<file path="config.mk">
export PLATFORM = sky130hd
export DESIGN_NAME = sub8se_stream
export DESIGN_NICKNAME = d
export VERILOG_FILES = /design/src/rtl/sub8se_pkg.sv /design/src/rtl/sub8se_core.sv /design/src/rtl/sub8se_stream.sv
export SDC_FILE = /design/constraint.sdc
export NUM_CORES = 1
export LEC_CHECK = 0
export CAP_MARGIN = 25
export CORE_ASPECT_RATIO = 0.5
export CORE_MARGIN = 5
export CORE_UTILIZATION = 51
export CTS_CLUSTER_SIZE = 28
export DETAILED_ROUTE_END_ITERATION = 7
export PLACE_DENSITY_LB_ADDON = 0.05
export SLEW_MARGIN = 30
export SYNTH_ARGS = -nofsm -noshare
export SYNTH_HDL_FRONTEND = slang
export SYNTH_HIERARCHICAL = 1
export SYNTH_SLANG_ARGS = --single-unit
</file>
<file path="constraint.sdc">
create_clock -name clk -period 2.5 [get_ports clk]
set_input_delay 0.5 -clock clk [delete_from_list [all_inputs] [get_ports clk]]
set_output_delay 0.5 -clock clk [all_outputs]
set_load 0.02 [all_outputs]
</file>
<file path="src/rtl/sub8se_pkg.sv">
// Shared types and arithmetic helpers for the 8-bit signed approximate subtractor family.
package sub8se_pkg;
  localparam int OP_W  = 8;
  localparam int RES_W = 9;

  typedef logic signed [OP_W-1:0]  operand_t;
  typedef logic signed [RES_W-1:0] diff_t;

  function automatic diff_t diff_exact(input operand_t a, input operand_t b);
    diff_t w_sa;
    diff_t w_sb;
    w_sa = {a[OP_W-1], a};
    w_sb = {b[OP_W-1], b};
    return w_sa - w_sb;
  endfunction

  // Borrow chain stays exact; only bit 0 swaps XOR for OR, so the error is +1 when both LSBs are set.
  function automatic diff_t diff_approx(input operand_t a, input operand_t b);
    diff_t w_e;
    w_e = diff_exact(a, b);
    return {w_e[RES_W-1:1], a[0] | b[0]};
  endfunction
endpackage

</file>
<file path="src/rtl/sub8se_core.sv">
// Purely combinational 8-bit signed subtractor; APPROX selects the cheap-LSB variant.
module sub8se_core
  import sub8se_pkg::*;
#(
  parameter int APPROX = 1
) (
  input  operand_t i_a,
  input  operand_t i_b,
  output diff_t    o_d
);
  generate
    if (APPROX != 0) begin : g_approx
      assign o_d = diff_approx(i_a, i_b);
    end else begin : g_exact
      assign o_d = diff_exact(i_a, i_b);
    end
  endgenerate
endmodule

</file>
<file path="src/rtl/sub8se_stream.sv">
// Two-stage elastic streaming subtractor (operands in S1, result in S2).
// Optional error-statistics counters are built when SUB8SE_STATS_EN is defined.
module sub8se_stream
  import sub8se_pkg::*;
#(
  parameter int APPROX = 1,
  parameter int CNT_W  = 16
) (
  input  logic             clk,
  input  logic             rst,
  input  logic             in_valid,
  output logic             in_ready,
  input  logic [7:0]       in_a,
  input  logic [7:0]       in_b,
  output logic             out_valid,
  input  logic             out_ready,
  output logic [8:0]       out_d
`ifdef SUB8SE_STATS_EN
  ,
  input  logic             stats_clr,
  output logic [CNT_W-1:0] sample_cnt,
  output logic [CNT_W-1:0] err_cnt
`endif
);
  // Handshake: a word moves across a port on any rising edge where valid & ready are both 1;
  // valid never depends on ready, and out_d is held while out_valid & ~out_ready.
  logic     r_s1_valid;
  operand_t r_s1_a;
  operand_t r_s1_b;
  logic     r_s2_valid;
  diff_t    r_s2_d;
  logic     w_s2_load;
  diff_t    w_diff;

  sub8se_core #(.APPROX(APPROX)) u_core (
    .i_a (r_s1_a),
    .i_b (r_s1_b),
    .o_d (w_diff)
  );

  assign w_s2_load = ~r_s2_valid | out_ready;
  assign in_ready  = ~r_s1_valid | w_s2_load;
  assign out_valid = r_s2_valid;
  assign out_d     = r_s2_d;

  always_ff @(posedge clk) begin
    if (rst) begin
      r_s1_valid <= 1'b0;
      r_s1_a     <= '0;
      r_s1_b     <= '0;
      r_s2_valid <= 1'b0;
      r_s2_d     <= '0;
    end else begin
      if (w_s2_load) begin
        r_s2_valid <= r_s1_valid;
        if (r_s1_valid) r_s2_d <= w_diff;
      end
      if (in_ready) begin
        r_s1_valid <= in_valid;
        if (in_valid) begin
          r_s1_a <= in_a;
          r_s1_b <= in_b;
        end
      end
    end
  end

`ifdef SUB8SE_STATS_EN
  logic             r_s2_err;
  logic [CNT_W-1:0] r_sample_cnt;
  logic [CNT_W-1:0] r_err_cnt;
  logic             w_out_fire;
  logic             w_s1_err;

  // Exact compare travels with the result so the counters see the error of the word delivered.
  assign w_s1_err   = (w_diff != diff_exact(r_s1_a, r_s1_b));
  assign w_out_fire = r_s2_valid & out_ready;
  assign sample_cnt = r_sample_cnt;
  assign err_cnt    = r_err_cnt;

  always_ff @(posedge clk) begin
    if (rst) begin
      r_s2_err     <= 1'b0;
      r_sample_cnt <= '0;
      r_err_cnt    <= '0;
    end else begin
      if (w_s2_load && r_s1_valid) r_s2_err <= w_s1_err;
      if (stats_clr) begin
        r_sample_cnt <= '0;
        r_err_cnt    <= '0;
      end else if (w_out_fire) begin
        if (r_sample_cnt != '1) r_sample_cnt <= r_sample_cnt + 1'b1;
        if (r_s2_err && (r_err_cnt != '1)) r_err_cnt <= r_err_cnt + 1'b1;
      end
    end
  end
`endif
endmodule
</file>
==> impl_results.rst <==
.. list-table::
   :header-rows: 1

   * - Metric
     - Value
   * - Capturing point of the worst reg2reg path
     - out_d[6]
   * - Setup violations, final
     - 0
   * - Placed cell count
     - ~240
   * - Worst clock skew
     - roughly 0.0035 ns
   * - Final critical path time including I/O delays and setup
     - roughly 2.4 ns
   * - Ant diodes
     - 0
   * - Maximum number of pins on one net before global-route repair
     - 44
   * - Post-Synthesis Mean Instance Area
     - about 8.8 sq um
   * - Quantity of gates resized following cts
     - 0
   * - Leak Pwr
     - 0.000745 uW
   * - Cell chosen for the clock root
     - sky130_fd_sc_hd__clkbuf_8
   * - Final Slew Violations
     - 0
   * - DR iter-0 viols
     - 56
   * - Highest metal layer with signal wires
     - met4
   * - Number of placement rows
     - 14
   * - Synth Instances
     - 175
   * - Crit. path cell count
     - 4
   * - Element type at the critical path end
     - output pin
   * - Placer congestion estimate
     - 0.829
   * - Element type at the critical path start
     - primary input
   * - Non-filler instance count after layout
     - 242
   * - Most common cell type on the critical path
     - sky130_fd_sc_hd__clkdlybuf4s50_1
   * - Total negative slack for setup checks
     - 0 ns
   * - Maximum vdd drop
     - approximately 270 uV
   * - Number of maximum-capacitance violations
     - 0
   * - Final net count
     - 231
   * - Reg-to-reg startpoint
     - r_s1_b[0]
   * - Die outline area
     - 0.00428 sq mm
   * - Effective utilization at floorplan
     - 52.3%
   * - Fraction of registers with async set/reset
     - 0%
   * - Bufs on Longest Clock Path
     - 2
   * - Placement-stage worst setup slack
     - 0.138 ns
   * - Ys flop type
     - sky130_fd_sc_hd__dfxtp_1
   * - Start point of the critical path
     - out_ready
   * - R2r setup slk
     - between 0.3 and 0.4 ns
   * - Proportion of netlist area held by the largest area contributor
     - 35.2%
   * - Combinational family with the most area after synthesis
     - simple AND/OR/NAND/NOR gates
   * - Parity-gate share of the synthesized area counting xor and xnor cells
     - 1.71%
   * - TritonCTS clock tree
     - done
   * - Simple-gate share of the synthesized area
     - 23.6%
   * - Layout filler cell count
     - around 260
   * - Register clock-pin slew on the reported worst setup and hold paths
     - roughly 0.090 ns
   * - Number of port buffers
     - 30
   * - Fraction of the mapped netlist area in adder cells
     - 7.00%
   * - Mux contribution to synthesized area
     - 10.4%
   * - Post-CTS setup repair buffer count
     - 0
   * - Sum of buffers and inverters on the critical path
     - 2
   * - Cell with the biggest individual delay on the critical path
     - sky130_fd_sc_hd__clkdlybuf4s50_1
   * - Met1 wire length
     - 1.55 mm
   * - Cell family with most CP delay
     - buffers and inverters
   * - Horiz. Die Dim
     - 87.7 um
   * - Layout overhead on the synthesized area
     - 22.7%
   * - Antenna violations before repair
     - 0
   * - Tightest Pin Transition
     - 0.450 ns
   * - Smallest setup slack after layout
     - between 0.1 and 0.15 ns
   * - WP data required
     - around 2 ns
   * - Final core area utilization
     - 64.1%
   * - Synthesized flop and latch total
     - 27
   * - Detail Route Antenna Nets
     - 0
   * - HPWL after DPL
     - 2.16 mm
   * - Average detailed-routed wire length per instance
     - 12.1 um
   * - Routed met3 length
     - 212 um
   * - Synth Net Count
     - 203
   * - Number of enable-type register cells in the synthesized netlist
     - 0
   * - Setup repair after global routing missed its margin
     - false
   * - First-pass GRT wire length
     - around 5 mm
   * - Via count of the first global-routing pass
     - 1,146
   * - Largest area contributor in the synthesized netlist
     - sky130_fd_sc_hd__dfxtp_1
   * - Kind of critical path
     - in2out
   * - Worst r2r path cells
     - 8
   * - DRT Pass-1 Iters
     - 4
   * - Post-synthesis compound-gate area fraction
     - 14.7%
   * - Most common cell after layout, fill and taps aside
     - sky130_fd_sc_hd__nand2b_1
   * - Worst-path maximum fanout
     - 12
   * - Die extent in y
     - 48.8 um
   * - Number of buffers inserted during clock tree synthesis
     - 3
   * - Hold Crit Class
     - reg2reg
   * - Relative max-transition margin
     - around 70%
   * - Number of warnings reported in the yosys synthesis log
     - 6
   * - Power per cell area
     - roughly 530 mW/mm^2
   * - Post-synthesis sequential area ratio
     - 35.2%
   * - Delay of the slowest cell on the worst path
     - 0.55 ns
   * - GRT overflow
     - 0
   * - Final Cycle Share
     - 94.0%
   * - Post-Route WL
     - 2.93 mm
   * - Layout cells sized above 1
     - 4.46%
   * - # H-tree levels
     - 1
   * - Endpoint of the worst setup timing path
     - in_ready
   * - Number of hold buffers added after cts
     - 0
   * - Total routing usage reported by global routing
     - 14.4%
   * - Clock Sinks
     - 27
   * - Skew-Pair Late Insertion Delay
     - 0.27 ns
   * - Core region area
     - 0.00294 sq mm
   * - Post-route DRC
     - 0
   * - Data arrival at the endpoint of the critical path
     - ~1.9 ns
   * - Final Power
     - 1000 uW
   * - WL met2
     - 1.16 mm
   * - Commonest cells after routing, fill and taps aside
     - sky130_fd_sc_hd__nand2b_1, sky130_fd_sc_hd__clkdlybuf4s50_1, sky130_fd_sc_hd__dfxtp_1
   * - Run status
     - finished, final reports clean
   * - Endpoints failing hold
     - 0
   * - Number of vias after detailed routing
     - 1,194
   * - I/O Pins
     - 31
   * - Netlist area before placement
     - 0.00154 sq mm
   * - Average vias per placed instance
     - 4.93
   * - Critical path cell sequence
     - clkdlybuf4s50_1 -> nor2b_4 -> nand2_1 -> clkdlybuf4s50_1
   * - Post-synthesis cell type count
     - 37
   * - Peak clock frequency supported by timing
     - 425 MHz
   * - Leading cell types by total area after synthesis
     - sky130_fd_sc_hd__dfxtp_1, sky130_fd_sc_hd__nand2b_1, sky130_fd_sc_hd__mux2i_1
==> how the worst min path moves through the flow <==
stage | startpoint | endpoint | cells after the start
6_report | r_s1_b[5] | r_s1_b[5] | 2
4_1_cts | out_d[5] | out_d[5] | 2
5_1_grt | r_s1_b[7] | r_s1_b[7] | 2
2_1_floorplan | r_s1_b[7] | r_s1_b[7] | 2
3_3_place_gp | r_s1_b[7] | r_s1_b[7] | 2
3_5_place_dp | r_s1_b[7] | r_s1_b[7] | 2
==> flip-flops by register name, summed over array words and instances (netlist names) <==
name / flops
out_valid: 1
r_s1_valid: 1
r_s1_a: 8
out_d: 9
r_s1_b: 8
==> where the power goes <==
part           internal [uW]  switching, uW  leakage (uW)
registers                460           18.3      0.000222
logic                    145            138      0.000500
clock network            114            129     0.0000228
total                    719            285      0.000745
==> kinds of logic (layout without fill, tap and decap cells) <==
family / after synthesis / count (layout)
buffers and inverters: 23 / 50
AND/OR/NAND/NOR: 60 / 60
adder cells (fa/ha/maj): 8 / 8
flip-flops: 27 / 27
multiplexers: 16 / 16
AO/OA/AOI/OAI: 38 / 38
XOR/XNOR: 3 / 3
==> metrics by stage <==
step | hold WS [ns] | area (sq um)
after floorplan | 0.449 | 1540
after global placement | 0.462 | 1840
after detailed placement | 0.468 | 1840
after CTS | 0.481 | 1890
after global routing | 0.501 | 1890
final | 0.477 | 1890
==> final cells by class <==
type / instances / area [sq um] / area share, %
timing repair buffer: 32 / 315 / 16.7
tap: 40 / 50.0 / 2.65
sequential: 27 / 541 / 28.6
inverter: 14 / 52.6 / 2.79
clock buffer: 4 / 45.0 / 2.39
multi-input combinational: 125 / 883 / 46.8
==> worst reg2reg max path, delay by kind of cell (launching register included) <==
kind | cells | cell delay [ns]
AO/OA/AOI/OAI | 3 | 0.54
flip-flops | 1 | 0.35
adder cells (fa/ha/maj) | 1 | 0.31
AND/OR/NAND/NOR | 4 | 0.86
==> per-layer routing <==
layer  up-vias  track usage, %
met3         2            4.72
li1        650               -
met4         0            2.30
met1       514            20.9
met2        28            21.1
met5         -               0
==> cell usage after synthesis (2+ instances only) <==
master,n
sky130_fd_sc_hd__ha_1,7
sky130_fd_sc_hd__nor2b_1,2
sky130_fd_sc_hd__a21oi_1,16
sky130_fd_sc_hd__clkbuf_1,4
sky130_fd_sc_hd__nand2b_1,32
sky130_fd_sc_hd__nor2_1,4
sky130_fd_sc_hd__inv_1,14
sky130_fd_sc_hd__nand3_1,11
sky130_fd_sc_hd__nor2b_4,2
sky130_fd_sc_hd__dfxtp_1,27
sky130_fd_sc_hd__nand2_1,2
sky130_fd_sc_hd__o21ai_0,10
sky130_fd_sc_hd__xnor2_1,2
sky130_fd_sc_hd__buf_2,3
sky130_fd_sc_hd__nor3_1,2
sky130_fd_sc_hd__mux2i_1,16
No activity file was read; power rests on OpenSTA's default activity.
